<file path="src/rtl/prmcu_uart_tx_if.sv">
// prmcu_uart_tx_if: byte handshake between a byte source and the UART transmitter.
//   dat_i  byte offered by the source
//   vld_i  dat_i is valid
//   rdy_o  transmitter can accept a byte (holding register empty)
// master = byte source, slave = transmitter.
interface prmcu_uart_tx_if #(
  parameter int N_BITS = 8
) ();
  logic [N_BITS-1:0] dat_i;
  logic              vld_i;
  logic              rdy_o;

  modport master (output dat_i, output vld_i, input rdy_o);
  modport slave  (input dat_i, input vld_i, output rdy_o);
endinterface

</file>
<file path="src/rtl/prmcu_uart_tx.sv">
// prmcu_uart_tx: UART transmitter with a one-entry holding register.
// Frame: start bit, N_BITS data bits LSB first, optional parity, 1 or 2 stop bits.
// Every bit lasts CLKS_PER_BIT clocks.
// Ports:
//   clk            system clock
//   rst            synchronous reset, active-high
//   bus            byte handshake (slave modport: dat_i, vld_i in; rdy_o out)
//   parity_mode_i  00 none, 01 even, 10 odd, 11 none (latched at frame start)
//   stop_bits_i    0 = one stop bit, 1 = two (latched at frame start)
//   tx_o           serial line, idles high, driven from a register
//   busy_o         high while a frame is on the line
//
// state  | meaning
// IDLE   | line high, waiting for the holding register to fill
// START  | start bit (low)
// DATA   | data bits, LSB first
// PARITY | parity bit (only when latched mode is even or odd)
// STOP   | one or two stop bit periods (high)
module prmcu_uart_tx #(
  parameter int CLKS_PER_BIT = 87,
  parameter int N_BITS       = 8
) (
  input  logic                  clk,
  input  logic                  rst,
  prmcu_uart_tx_if.slave        bus,
  input  logic [1:0]            parity_mode_i,
  input  logic                  stop_bits_i,
  output logic                  tx_o,
  output logic                  busy_o
);

  localparam int CNT_W = (CLKS_PER_BIT > 2) ? $clog2(CLKS_PER_BIT) : 1;
  localparam int IDX_W = $clog2(N_BITS);
  localparam logic [CNT_W-1:0] CNT_LAST = CNT_W'(CLKS_PER_BIT - 1);
  localparam logic [IDX_W-1:0] IDX_LAST = IDX_W'(N_BITS - 1);

  typedef enum logic [2:0] {
    IDLE   = 3'd0,
    START  = 3'd1,
    DATA   = 3'd2,
    PARITY = 3'd3,
    STOP   = 3'd4
  } state_t;

  state_t            state;
  logic [N_BITS-1:0] hold_data;
  logic              hold_full;
  logic              rdy;
  logic [N_BITS-1:0] shift;
  logic [CNT_W-1:0]  clk_cnt;
  logic [IDX_W-1:0]  bit_idx;
  logic              par_en;
  logic              par_bit;
  logic              stop2;
  logic              stop_idx;
  logic              tx;
  logic              busy;

  logic bit_done;
  logic last_stop;
  logic load;

  assign bit_done  = (clk_cnt == CNT_LAST);
  assign last_stop = (state == STOP) && bit_done && (!stop2 || stop_idx);
  // A frame starts either from IDLE or straight out of the final stop bit,
  // which is what gives back-to-back frames with no idle gap.
  assign load      = hold_full && ((state == IDLE) || last_stop);

  assign bus.rdy_o = rdy;
  assign tx_o      = tx;
  assign busy_o    = busy;

  always_ff @(posedge clk) begin
    if (rst) begin
      state     <= IDLE;
      hold_data <= '0;
      hold_full <= 1'b0;
      rdy       <= 1'b1;
      shift     <= '0;
      clk_cnt   <= '0;
      bit_idx   <= '0;
      par_en    <= 1'b0;
      par_bit   <= 1'b0;
      stop2     <= 1'b0;
      stop_idx  <= 1'b0;
      tx        <= 1'b1;
      busy      <= 1'b0;
    end else begin
      if (load) begin
        state     <= START;
        shift     <= hold_data;
        par_en    <= ^parity_mode_i;
        // even: bit makes the ones count even; odd: inverted
        par_bit   <= (^hold_data) ^ (parity_mode_i == 2'b10);
        stop2     <= stop_bits_i;
        hold_full <= 1'b0;
        rdy       <= 1'b1;
        clk_cnt   <= '0;
        bit_idx   <= '0;
        stop_idx  <= 1'b0;
        tx        <= 1'b0;
        busy      <= 1'b1;
      end else begin
        if (state != IDLE) begin
          clk_cnt <= bit_done ? '0 : clk_cnt + CNT_W'(1);
        end
        case (state)
          IDLE: ;
          START: begin
            if (bit_done) begin
              state   <= DATA;
              bit_idx <= '0;
              tx      <= shift[0];
              shift   <= shift >> 1;
            end
          end
          DATA: begin
            if (bit_done) begin
              if (bit_idx == IDX_LAST) begin
                if (par_en) begin
                  state <= PARITY;
                  tx    <= par_bit;
                end else begin
                  state    <= STOP;
                  stop_idx <= 1'b0;
                  tx       <= 1'b1;
                end
              end else begin
                bit_idx <= bit_idx + IDX_W'(1);
                tx      <= shift[0];
                shift   <= shift >> 1;
              end
            end
          end
          PARITY: begin
            if (bit_done) begin
              state    <= STOP;
              stop_idx <= 1'b0;
              tx       <= 1'b1;
            end
          end
          STOP: begin
            if (bit_done) begin
              if (stop2 && !stop_idx) begin
                stop_idx <= 1'b1;
              end else begin
                state <= IDLE;
                busy  <= 1'b0;
                tx    <= 1'b1;
              end
            end
          end
          default: begin
            state <= IDLE;
            tx    <= 1'b1;
            busy  <= 1'b0;
          end
        endcase
      end

      // rdy is low whenever hold_full is set, so this never coincides with load.
      if (bus.vld_i && rdy) begin
        hold_data <= bus.dat_i;
        hold_full <= 1'b1;
        rdy       <= 1'b0;
      end
    end
  end

endmodule

</file>
<file path="src/flat_wrapper.sv">
// flat-port wrapper written by rule: the top's interface ports become plain ports
module prmcu_uart_tx_flat 
#(
  parameter int CLKS_PER_BIT = 87,
  parameter int N_BITS       = 8
)
  (clk, rst, parity_mode_i, stop_bits_i, tx_o, busy_o, bus_dat_i, bus_vld_i, bus_rdy_o);
  prmcu_uart_tx_if #(.N_BITS(N_BITS)) bus_i ();
  input  logic clk;
  input  logic rst;
  input  logic [1:0] parity_mode_i;
  input  logic stop_bits_i;
  output logic tx_o;
  output logic busy_o;
  input wire logic [$bits(bus_i.dat_i)-1:0] bus_dat_i;
  input wire logic [$bits(bus_i.vld_i)-1:0] bus_vld_i;
  output wire logic [$bits(bus_i.rdy_o)-1:0] bus_rdy_o;
  assign bus_i.dat_i = bus_dat_i;
  assign bus_i.vld_i = bus_vld_i;
  assign bus_rdy_o = bus_i.rdy_o;
  prmcu_uart_tx #(.CLKS_PER_BIT(CLKS_PER_BIT), .N_BITS(N_BITS)) u_core (.clk(clk), .rst(rst), .bus(bus_i), .parity_mode_i(parity_mode_i), .stop_bits_i(stop_bits_i), .tx_o(tx_o), .busy_o(busy_o));
endmodule
</file>
<file path="config.mk">
export PLATFORM = sky130hd
export DESIGN_NAME = prmcu_uart_tx_flat
export DESIGN_NICKNAME = d
export VERILOG_FILES = /design/src/rtl/prmcu_uart_tx_if.sv /design/src/rtl/prmcu_uart_tx.sv /design/src/flat_wrapper.sv
export SDC_FILE = /design/constraint.sdc
export NUM_CORES = 1
export LEC_CHECK = 0
export BUFFER_PORTS_ARGS = -buffer_cell sky130_fd_sc_hd__buf_2
export CORE_MARGIN = 2
export CORE_UTILIZATION = 60
export DETAILED_ROUTE_END_ITERATION = 6
export PLACE_DENSITY = 0.78
export SLEW_MARGIN = 20
export SYNTH_ARGS = -nofsm -noshare
export SYNTH_HDL_FRONTEND = slang
export SYNTH_SLANG_ARGS = --single-unit
</file>
<file path="constraint.sdc">
create_clock -name clk -period 2.9 [get_ports clk]
set_input_delay 0.29 -clock clk [delete_from_list [all_inputs] [get_ports clk]]
set_output_delay 0.29 -clock clk [all_outputs]
set_load 0.01 [all_outputs]
</file>
==> results.json, run 1 <==
{
  "status": "completed",
  "worst_pin_slew_ps": 563,
  "peakVddDrop_mv": 0.446,
  "syn_nets": 224,
  "postCtsSetupRepairBufs": 0,
  "min_path_type": "in2reg",
  "maxCapViolCount": 0,
  "slew_headroom_pct": 62.5,
  "grt_pass1_wl_mm": 5.84,
  "die_w_um": 59.7,
  "combPwrFrac_pct": 14.7,
  "ant_nets": 0,
  "period_needed_ps": 2050,
  "cts_tree": "done",
  "drv_slew": 0,
  "p_leak_nw": 0.764,
  "rsz0062_at_grt": "no",
  "powerDensity_nw_per_um2": 490,
  "period_share_pct": 70.8,
  "row_count": 20,
  "dieArea_um2": 3560,
  "synthDistinctLibCells": 48,
  "grt_util_all_layers_pct": 22.3,
  "startpoint_type": "flip-flop",
  "synth_edf_count": 0,
  "worstReg2RegEnd": "u_core.shift[6]",
  "yosysTopAreaCellShare_pct": 39.8,
  "cts_resized": 0,
  "initial_core_util_pct": 62.0,
  "root_buffer": "clkbuf_4",
  "drive_above_1_share_pct": 20.1,
  "synth_area_leaders": "dfxtp_1, nand2_1, a21oi_1",
  "setup_slack_ps": 846,
  "grt_max_degree": 28,
  "switching_share_pct": 26.7,
  "drt-initial-drc-count": 66,
  "path_clk_slew_ps": 100,
  "antenna_found_initial": 0,
  "vias": 1467,
  "worst-r2r-cell-count": 6,
  "p_clk_share_pct": 27.9,
  "fp.coreArea_um2": 3000,
  "hold_viol": 0,
  "h-tree-depth": 2,
  "setup_tns_ps": 0,
  "routed_wl_mm": 3.42,
  "n_antenna_cell": 0,
  "drc": 0,
  "max_stage_delay_ps": 400,
  "required_ps": 3160,
  "power_switching_w": 0.000260,
  "r2r-start": "u_core.clk_cnt[1]",
  "nNetsFinal": 238,
  "skew_ps": 14.3,
  "startpoint": "u_core.clk_cnt[1]",
  "hpwl_mm": 2.54,
  "synth_most_common_cell": "nand2_1",
  "port_buffers": 16,
  "pre_cts_ws_ps": 873,
  "p_seq_share_pct": 57.4,
  "postCtsHoldBufs": 0,
  "setup_viol": 0,
  "synth_area_um2": 1860,
  "cts.sinks": 37,
  "via_per_inst": 5.82,
  "ys_seq_elements": 37,
  "arrival_ps": 2320,
  "reg2reg_setup_slack_ps": 850,
  "drt_pre_antenna_iters": 5,
  "internal-power_w": 0.000712,
  "crit_end": "u_core.shift[6]",
  "routedWlPerCell_um": 13.6,
  "routabilityCongestion": 0.769,
  "synthCells": 205,
  "grt_pass1_vias": 1357,
  "async_flop_share_pct": 0,
  "clock_latency_ps": 340,
  "die_y_um": 59.7,
  "io_pins": 17,
  "syn-mean-instance-area_um2": 9.08,
  "path_max_fanout": 11,
  "path_class": "reg2reg",
  "synth_flop_cell": "dfxtp_1",
  "synth_largest_area_cell": "dfxtp_1",
  "cts_buffers": 5,
  "crit_slowest_cell": "dfxtp_1",
  "yosysWarnings": 0,
  "grt_remaining_overflow": 0,
  "cts_buffer_depth": 2,
  "fmaxAchievable_ghz": 0.487,
  "crit_chain": "ha_1 -> or2b_1 -> nor2_1 -> nand2b_1 -> mux2i_1 -> a211oi_2",
  "worst_setup_path_end_kind": "flip-flop",
  "synth_commonest_cells": "nand2_1, dfxtp_1, a21oi_1",
  "area_growth_pct": 6.52,
  "yosysSeqAreaShare_pct": 39.8,
  "total_power_w": 0.000972
}
[layout make-up]
cell class                      count  area [µm²]
Multi-Input combinational cell    153        1030
Fill cell                         250        1020
Sequential cell                    37         741
Timing Repair Buffer               17        87.6
Clock buffer                        6        51.3
Tap cell                           33        41.3
Inverter                            5        18.8
Clock inverter                      1        7.51
[critical path: cells and delay by family (launching register included)]
family | cells | cell delay [ps]
muxes | 1 | 210
DFF | 1 | 400
adders and majority gates | 1 | 160
AOI/OAI and AO/OA | 1 | 210
and+or+nand+nor | 3 | 1010
[power by group through the flow]
stage / Clock (W) / Sequential [W] / Combinational [W]
4_1_cts: 0.000282 / 0.000558 / 0.000143
2_1_floorplan: 0 / 0.000565 / 0.000115
5_1_grt: 0.000306 / 0.000561 / 0.000159
3_3_place_gp: 0 / 0.000567 / 0.000137
6_report: 0.000272 / 0.000558 / 0.000143
3_5_place_dp: 0 / 0.000569 / 0.000143
[kinds of logic after synthesis]
logic type,Yosys count,share of synthesized area [%]
adder cells (fa/ha/maj),5,3.36
flip-flops,37,39.8
multiplexers,2,1.14
AND/OR/NAND/NOR,87,23.3
AO/OA/AOI/OAI,48,21.9
buffers and inverters,15,4.57
XOR/XNOR,11,5.92
[worst min path at each step]
stage / cells past startpoint / end / startpoint
3_3_place_gp: 2 / u_core.bit_idx[1] / u_core.bit_idx[1]
2_1_floorplan: 2 / u_core.stop2 / stop_bits_i
3_5_place_dp: 2 / u_core.bit_idx[2] / u_core.bit_idx[2]
6_report: 3 / u_core.hold_data[7] / bus_dat_i[7]
4_1_cts: 3 / u_core.hold_data[7] / bus_dat_i[7]
5_1_grt: 3 / u_core.stop2 / stop_bits_i
[cell usage in the layout (no fill, tap or decap), drive strengths merged, types with 3 or more instances in the layout]
cell type  Yosys  layout
a211oi         3       3
a21oi         23      23
a311oi         6       6
buf            7      17
clkbuf         3       6
dfxtp         37      37
ha             5       5
inv            5       5
nand2         42      42
nand2b         3       3
nand3          5       5
nor2          20      20
nor3b          3       3
o21ai          6       6
or3            3       3
xnor2          6       6
xor2           4       4
[routing by layer]
layer / global-route usage (%) / wire, µm
met5: 0 / 0
met2: 31.5 / 1520
met4: 13.7 / 96
met1: 29.7 / 1620
met3: 6.93 / 177
[state kept, by name (all words and copies together) (netlist names)]
register,cells
u_core.stop_idx,1
u_core.tx_o,1
u_core.busy_o,1
u_core.state,3
u_core.hold_full,1
u_core.clk_cnt,7
u_core.bit_idx,3
u_core.hold_data,8
u_core.bus.rdy_o,1
u_core.par_en,1
u_core.stop2,1
u_core.par_bit,1
u_core.shift,8
[per-stage QoR]
stage	std cells	area, µm²	hold slack [ps]	utilization, %
3_5_place_dp	245	1920	454	64.0
2_1_floorplan	205	1860	426	-
3_3_place_gp	245	1920	447	64.0
4_1_cts	252	1980	170	66.0
6_report	252	1980	184	66.0
5_1_grt	252	1980	164	66.0
Power figures use the tool's default switching activity.
==> inputs of run 2 (changes only) <==
--- a/config.mk
+++ b/config.mk
@@ -7,9 +7,9 @@
 export LEC_CHECK = 0
 export BUFFER_PORTS_ARGS = -buffer_cell sky130_fd_sc_hd__buf_2
 export CORE_MARGIN = 2
-export CORE_UTILIZATION = 60
+export CORE_UTILIZATION = 58
 export DETAILED_ROUTE_END_ITERATION = 6
-export PLACE_DENSITY = 0.78
+export PLACE_DENSITY = 0.76
 export SLEW_MARGIN = 20
 export SYNTH_ARGS = -nofsm -noshare
 export SYNTH_HDL_FRONTEND = slang
==> constraint.sdc (replaced) <==
create_clock -name clk -period 2.09 [get_ports clk]
set_input_delay 0.209 -clock clk [delete_from_list [all_inputs] [get_ports clk]]
set_output_delay 0.209 -clock clk [all_outputs]
set_load 0.01 [all_outputs]
==> run 2 against run 1 <==
Against the previous run: register-to-register slack worse by 710 ps; count of clock-buffer cells in the layout rose by 1; via count increased by 2.0%; combinational power up 40%; flip-flop and latch count unchanged; fmax grew 5.0%; final area rose by 2.0%; wire length rose by 8.0%; largest power group unchanged; core utilization up 0.23 points; clock power is 39% higher; clock skew is 8.1 ps higher; highest routed layer unchanged; sequential power increased by 39%.
==> results.json, run 2 (synthesis results as in run 1) <==
{
  "status": "completed",
  "period_share_pct": 93.6,
  "postCtsHoldBufs": 0,
  "die_w_um": 60.6,
  "hold_viol": 0,
  "hpwl_mm": 2.67,
  "nNetsFinal": 241,
  "powerDensity_nw_per_um2": 669,
  "setup_tns_ps": 0,
  "via_per_inst": 5.62,
  "path_clk_slew_ps": 120,
  "period_needed_ps": 1960,
  "slew_headroom_pct": 63.1,
  "routabilityCongestion": 0.853,
  "worst-r2r-cell-count": 7,
  "area_growth_pct": 8.68,
  "ant_nets": 0,
  "grt_remaining_overflow": 0,
  "h-tree-depth": 2,
  "peakVddDrop_mv": 0.536,
  "path_class": "reg2reg",
  "worst_setup_path_end_kind": "flip-flop",
  "fmaxAchievable_ghz": 0.511,
  "reg2reg_setup_slack_ps": 130,
  "drc": 0,
  "cts.sinks": 37,
  "grt_max_degree": 28,
  "startpoint_type": "flip-flop",
  "fillers": 272,
  "cts_buffers": 5,
  "pre_cts_ws_ps": 169,
  "worst_pin_slew_ps": 553,
  "arrival_ps": 2230,
  "port_buffers": 16,
  "startpoint": "u_core.clk_cnt[0]",
  "min_path_type": "in2reg",
  "maxCapViolCount": 0,
  "grt_util_all_layers_pct": 22.4,
  "cts_tree": "done",
  "postCtsSetupRepairBufs": 0,
  "mostFrequentLayoutCells": "nand2_1, dfxtp_1, a21oi_1",
  "grt_pass1_wl_mm": 6.05,
  "path_max_fanout": 4,
  "drive_above_1_share_pct": 21.2,
  "largest_registers": "u_core.hold_data: 8 flops, u_core.shift: 8 flops, u_core.clk_cnt: 7 flops",
  "dpl-instance-area_um2": 1960,
  "setup_slack_ps": 133,
  "die_y_um": 60.6,
  "p_leak_nw": 0.782,
  "grt_pass1_vias": 1390,
  "drt_pre_antenna_iters": 4,
  "routedWlPerCell_um": 13.9,
  "cts_buffer_depth": 2,
  "utilization_pct": 66.2,
  "cts_resized": 0,
  "row_count": 20,
  "total_power_w": 0.00135,
  "n_antenna_cell": 0,
  "final_common_cell": "nand2_1",
  "routed_wl_mm": 3.69,
  "r2r-start": "u_core.clk_cnt[0]",
  "required_ps": 2360,
  "worstReg2RegEnd": "u_core.state[0]",
  "drt-initial-drc-count": 118,
  "clock_latency_ps": 350,
  "io_pins": 17,
  "vias": 1496,
  "root_buffer": "clkbuf_4",
  "crit_end": "u_core.state[0]",
  "dieArea_um2": 3680,
  "skew_ps": 22.4,
  "initial_core_util_pct": 60.9,
  "antenna_found_initial": 0,
  "drv_slew": 0,
  "rsz0062_at_grt": "no",
  "setup_viol": 0,
  "fp.coreArea_um2": 3050,
  "final_cell_area_um2": 2020
}
## run 2: layout make-up
cell class | count | area, µm² | share of cell area [%]
Timing Repair Buffer | 20 | 110 | 5.45
Inverter | 5 | 18.8 | 0.928
Clock buffer | 7 | 55.1 | 2.72
Tap cell | 44 | 55.1 | 2.72
Multi-Input combinational cell | 153 | 1040 | 51.5
Sequential cell | 37 | 741 | 36.6
## run 2: per-stage QoR
step | hold WS [ps] | std cells
floorplan | 345 | 205
finish | 105 | 266
global route | 95.2 | 266
global placement | 447 | 259
CTS | 96.7 | 266
detailed placement | 454 | 259
## run 2: report_power, final
| part | switching [W] | total, W | internal [W] |
|---|---|---|---|
| Combinational | 0.000108 | 0.000200 | 0.0000915 |
| Sequential | 0.0000344 | 0.000776 | 0.000741 |
| Clock | 0.000220 | 0.000378 | 0.000159 |
## run 2: metal layers
layer / wire length [µm] / track usage (%) / part of all wire [%]
met3: 165 / 5.76 / 4.5
met2: 1690 / 34.7 / 46
met5: 0 / 0 / 0
met1: 1780 / 30.5 / 48
met4: 55 / 7.45 / 1.5
## run 2: worst min path at each step
stage                                 start             endpoint  slack, ps  depth (start not counted)
after detailed placement  u_core.bit_idx[2]    u_core.bit_idx[2]        450                          2
after global routing           bus_dat_i[3]  u_core.hold_data[3]        100                          3
after CTS                      bus_dat_i[5]  u_core.hold_data[5]        100                          3
after floorplan                 stop_bits_i         u_core.stop2        340                          2
final                          bus_dat_i[3]  u_core.hold_data[3]        100                          3
after global placement    u_core.bit_idx[2]    u_core.bit_idx[2]        450                          2
## run 2: critical path, cell delays in order (launching register included)
cell and delay [ps]:
dfxtp_1 420, inv_1 60, ha_1 180, or2b_1 260, or2_4 190, a2bb2oi_2 230
mux2_1 340, a21oi_1 200
==> inputs of run 3 (changes only) <==
--- a/config.mk
+++ b/config.mk
@@ -7,9 +7,10 @@
 export LEC_CHECK = 0
 export BUFFER_PORTS_ARGS = -buffer_cell sky130_fd_sc_hd__buf_2
 export CORE_MARGIN = 2
-export CORE_UTILIZATION = 58
+export CORE_UTILIZATION = 30
 export DETAILED_ROUTE_END_ITERATION = 6
-export PLACE_DENSITY = 0.76
+export PLACE_DENSITY = 0.44
+export RECOVER_POWER = 100
 export SLEW_MARGIN = 20
 export SYNTH_ARGS = -nofsm -noshare
 export SYNTH_HDL_FRONTEND = slang
==> run 3 against run 2 <==
Against the previous run: clock power grew 36%; combinational power is essentially flat; fmax grew 5.0%; critical path depth is the same; global-route usage shrank 9.4 points; count of clock-buffer cells in the layout shrank 1; via count shrank 3.3%; wire length grew 3.1%; critical path type unchanged; largest power group unchanged.
==> results.json, run 3 (synthesis results as in run 1) <==
{
  "status": "completed",
  "drc": 0,
  "worst_setup_path_end_kind": "flip-flop",
  "fp.coreArea_um2": 5960,
  "maxCapViolCount": 0,
  "period_share_pct": 89.2,
  "crit_chain": "inv_1 -> ha_1 -> or2b_1 -> or2_4 -> a2bb2oi_2 -> mux2_1 -> a21oi_1",
  "combPwrFrac_pct": 13.3,
  "p_leak_nw": 0.806,
  "nNetsFinal": 247,
  "grt_use_met3_pct": 2.93,
  "grt_pass1_vias": 1393,
  "die_y_um": 82.8,
  "io_pins": 17,
  "worst_pin_slew_ps": 582,
  "cts_buffers": 5,
  "ant_nets": 0,
  "grt_util_all_layers_pct": 13.0,
  "drive_above_1_share_pct": 19.7,
  "final_common_cell": "nand2_1",
  "startpoint_type": "flip-flop",
  "pre_cts_ws_ps": 236,
  "root_buffer": "clkbuf_8",
  "largest_registers": "u_core.hold_data: 8 flops, u_core.shift: 8 flops, u_core.clk_cnt: 7 flops",
  "antenna_found_initial": 0,
  "powerDensity_nw_per_um2": 705,
  "drv_slew": 0,
  "initial_core_util_pct": 31.2,
  "drt_pre_antenna_iters": 4,
  "p_seq_share_pct": 52.0,
  "drt-initial-drc-count": 78,
  "hold_viol": 0,
  "via_per_inst": 4.77,
  "max_stage_delay_ps": 390,
  "dieArea_um2": 6850,
  "required_ps": 2290,
  "p_clk_share_pct": 34.7,
  "setup_viol": 0,
  "grt_pass1_wl_mm": 6.72,
  "postCtsSetupRepairBufs": 0,
  "routed_wl_mm": 3.81,
  "die_w_um": 82.8,
  "mostFrequentLayoutCells": "nand2_1, dfxtp_1, a21oi_1",
  "rsz0062_at_grt": "no",
  "n_antenna_cell": 0,
  "cts.sinks": 37,
  "cts_buffer_depth": 2,
  "period_needed_ps": 1860,
  "skew_ps": 10.0,
  "setup_slack_ps": 226,
  "vias": 1446,
  "path_max_fanout": 4,
  "path_clk_slew_ps": 80,
  "slew_headroom_pct": 61.2,
  "postCtsHoldBufs": 0,
  "routabilityCongestion": 0.731,
  "grt.busiest_layer": "met1",
  "cpLargestDelayFamily": "simple AND/OR/NAND/NOR gates",
  "cp.buffers_inverters": 1,
  "power_switching_w": 0.000389,
  "crit_slowest_cell": "dfxtp_1",
  "hpwl_mm": 2.76,
  "clock_latency_ps": 290,
  "port_buffers": 16,
  "grt_max_degree": 28,
  "cts_tree": "done",
  "switching_share_pct": 26.3,
  "worst_hold_slack_ps": 156,
  "internal-power_w": 0.00109,
  "setup_tns_ps": 0,
  "fmaxAchievable_ghz": 0.537,
  "row_count": 28,
  "arrival_ps": 2070,
  "grt_remaining_overflow": 0,
  "grtUsageMet1_pct": 19.4,
  "peakVddDrop_mv": 0.313,
  "h-tree-depth": 2,
  "routedWlPerCell_um": 12.6,
  "path_class": "reg2reg",
  "cts_resized": 0,
  "use_met2_pct": 18.4,
  "area_growth_pct": 13.0,
  "min_path_type": "in2reg"
}
## run 3: changes by cell type in the layout (fill, tap and decap cells not counted), moves of 3 or more
cell,before,now
buf_2,16,13
buf_4,4,9
clkbuf_1,1,4
clkbuf_4,5,0
clkbuf_8,1,6
## run 3: routing by layer
metal  vias up  wire length (µm)
met5         -                 0
met2        24              1540
met4         0                41
met3         4               146
met1       664              2080
li1        754                 -
## run 3: area by class of cell
cell class                 count  area (µm²)
clock buffer                   6        82.6
sequential                    37         741
clock inverter                 1        7.51
inverter                       5        18.8
fill                         661        3850
timing repair buffer          26         148
multi-input combinational    153        1010
tap                           75        93.8
## run 3: worst min-delay path: stages
cell and delay, ps:
buf_2 90, nand2_1 40, a21oi_1 50
## run 3: power groups by stage
stage	clock (W)	sequential [W]	combinational [W]
6_report	0.000514	0.000770	0.000197
3_3_place_gp	0	0.000787	0.000209
3_5_place_dp	0	0.000787	0.000207
2_1_floorplan	0	0.000784	0.000160
4_1_cts	0.000528	0.000771	0.000209
5_1_grt	0.000556	0.000776	0.000225
## run 3: worst paths after layout
kind	cells after the start	endpoint	slack (ps)	startpoint
max reg2reg	7	u_core.state[0]	230	u_core.clk_cnt[0]
min	3	u_core.hold_data[4]	160	bus_dat_i[4]
max	7	u_core.state[0]	230	u_core.clk_cnt[0]
min reg2reg	2	u_core.bit_idx[1]	460	u_core.bit_idx[1]
## run 3: stage by stage
| stage | area (µm²) | utilization [%] | cells | total power (W) |
|---|---|---|---|---|
| after detailed placement | 2040 | 34.3 | 296 | 0.000994 |
| after floorplan | 1860 | - | 205 | 0.000944 |
| after CTS | 2130 | 35.8 | 303 | 0.00151 |
| after global placement | 2040 | 34.3 | 296 | 0.000996 |
| after global routing | 2100 | 35.3 | 303 | 0.00156 |
| final | 2100 | 35.3 | 303 | 0.00148 |
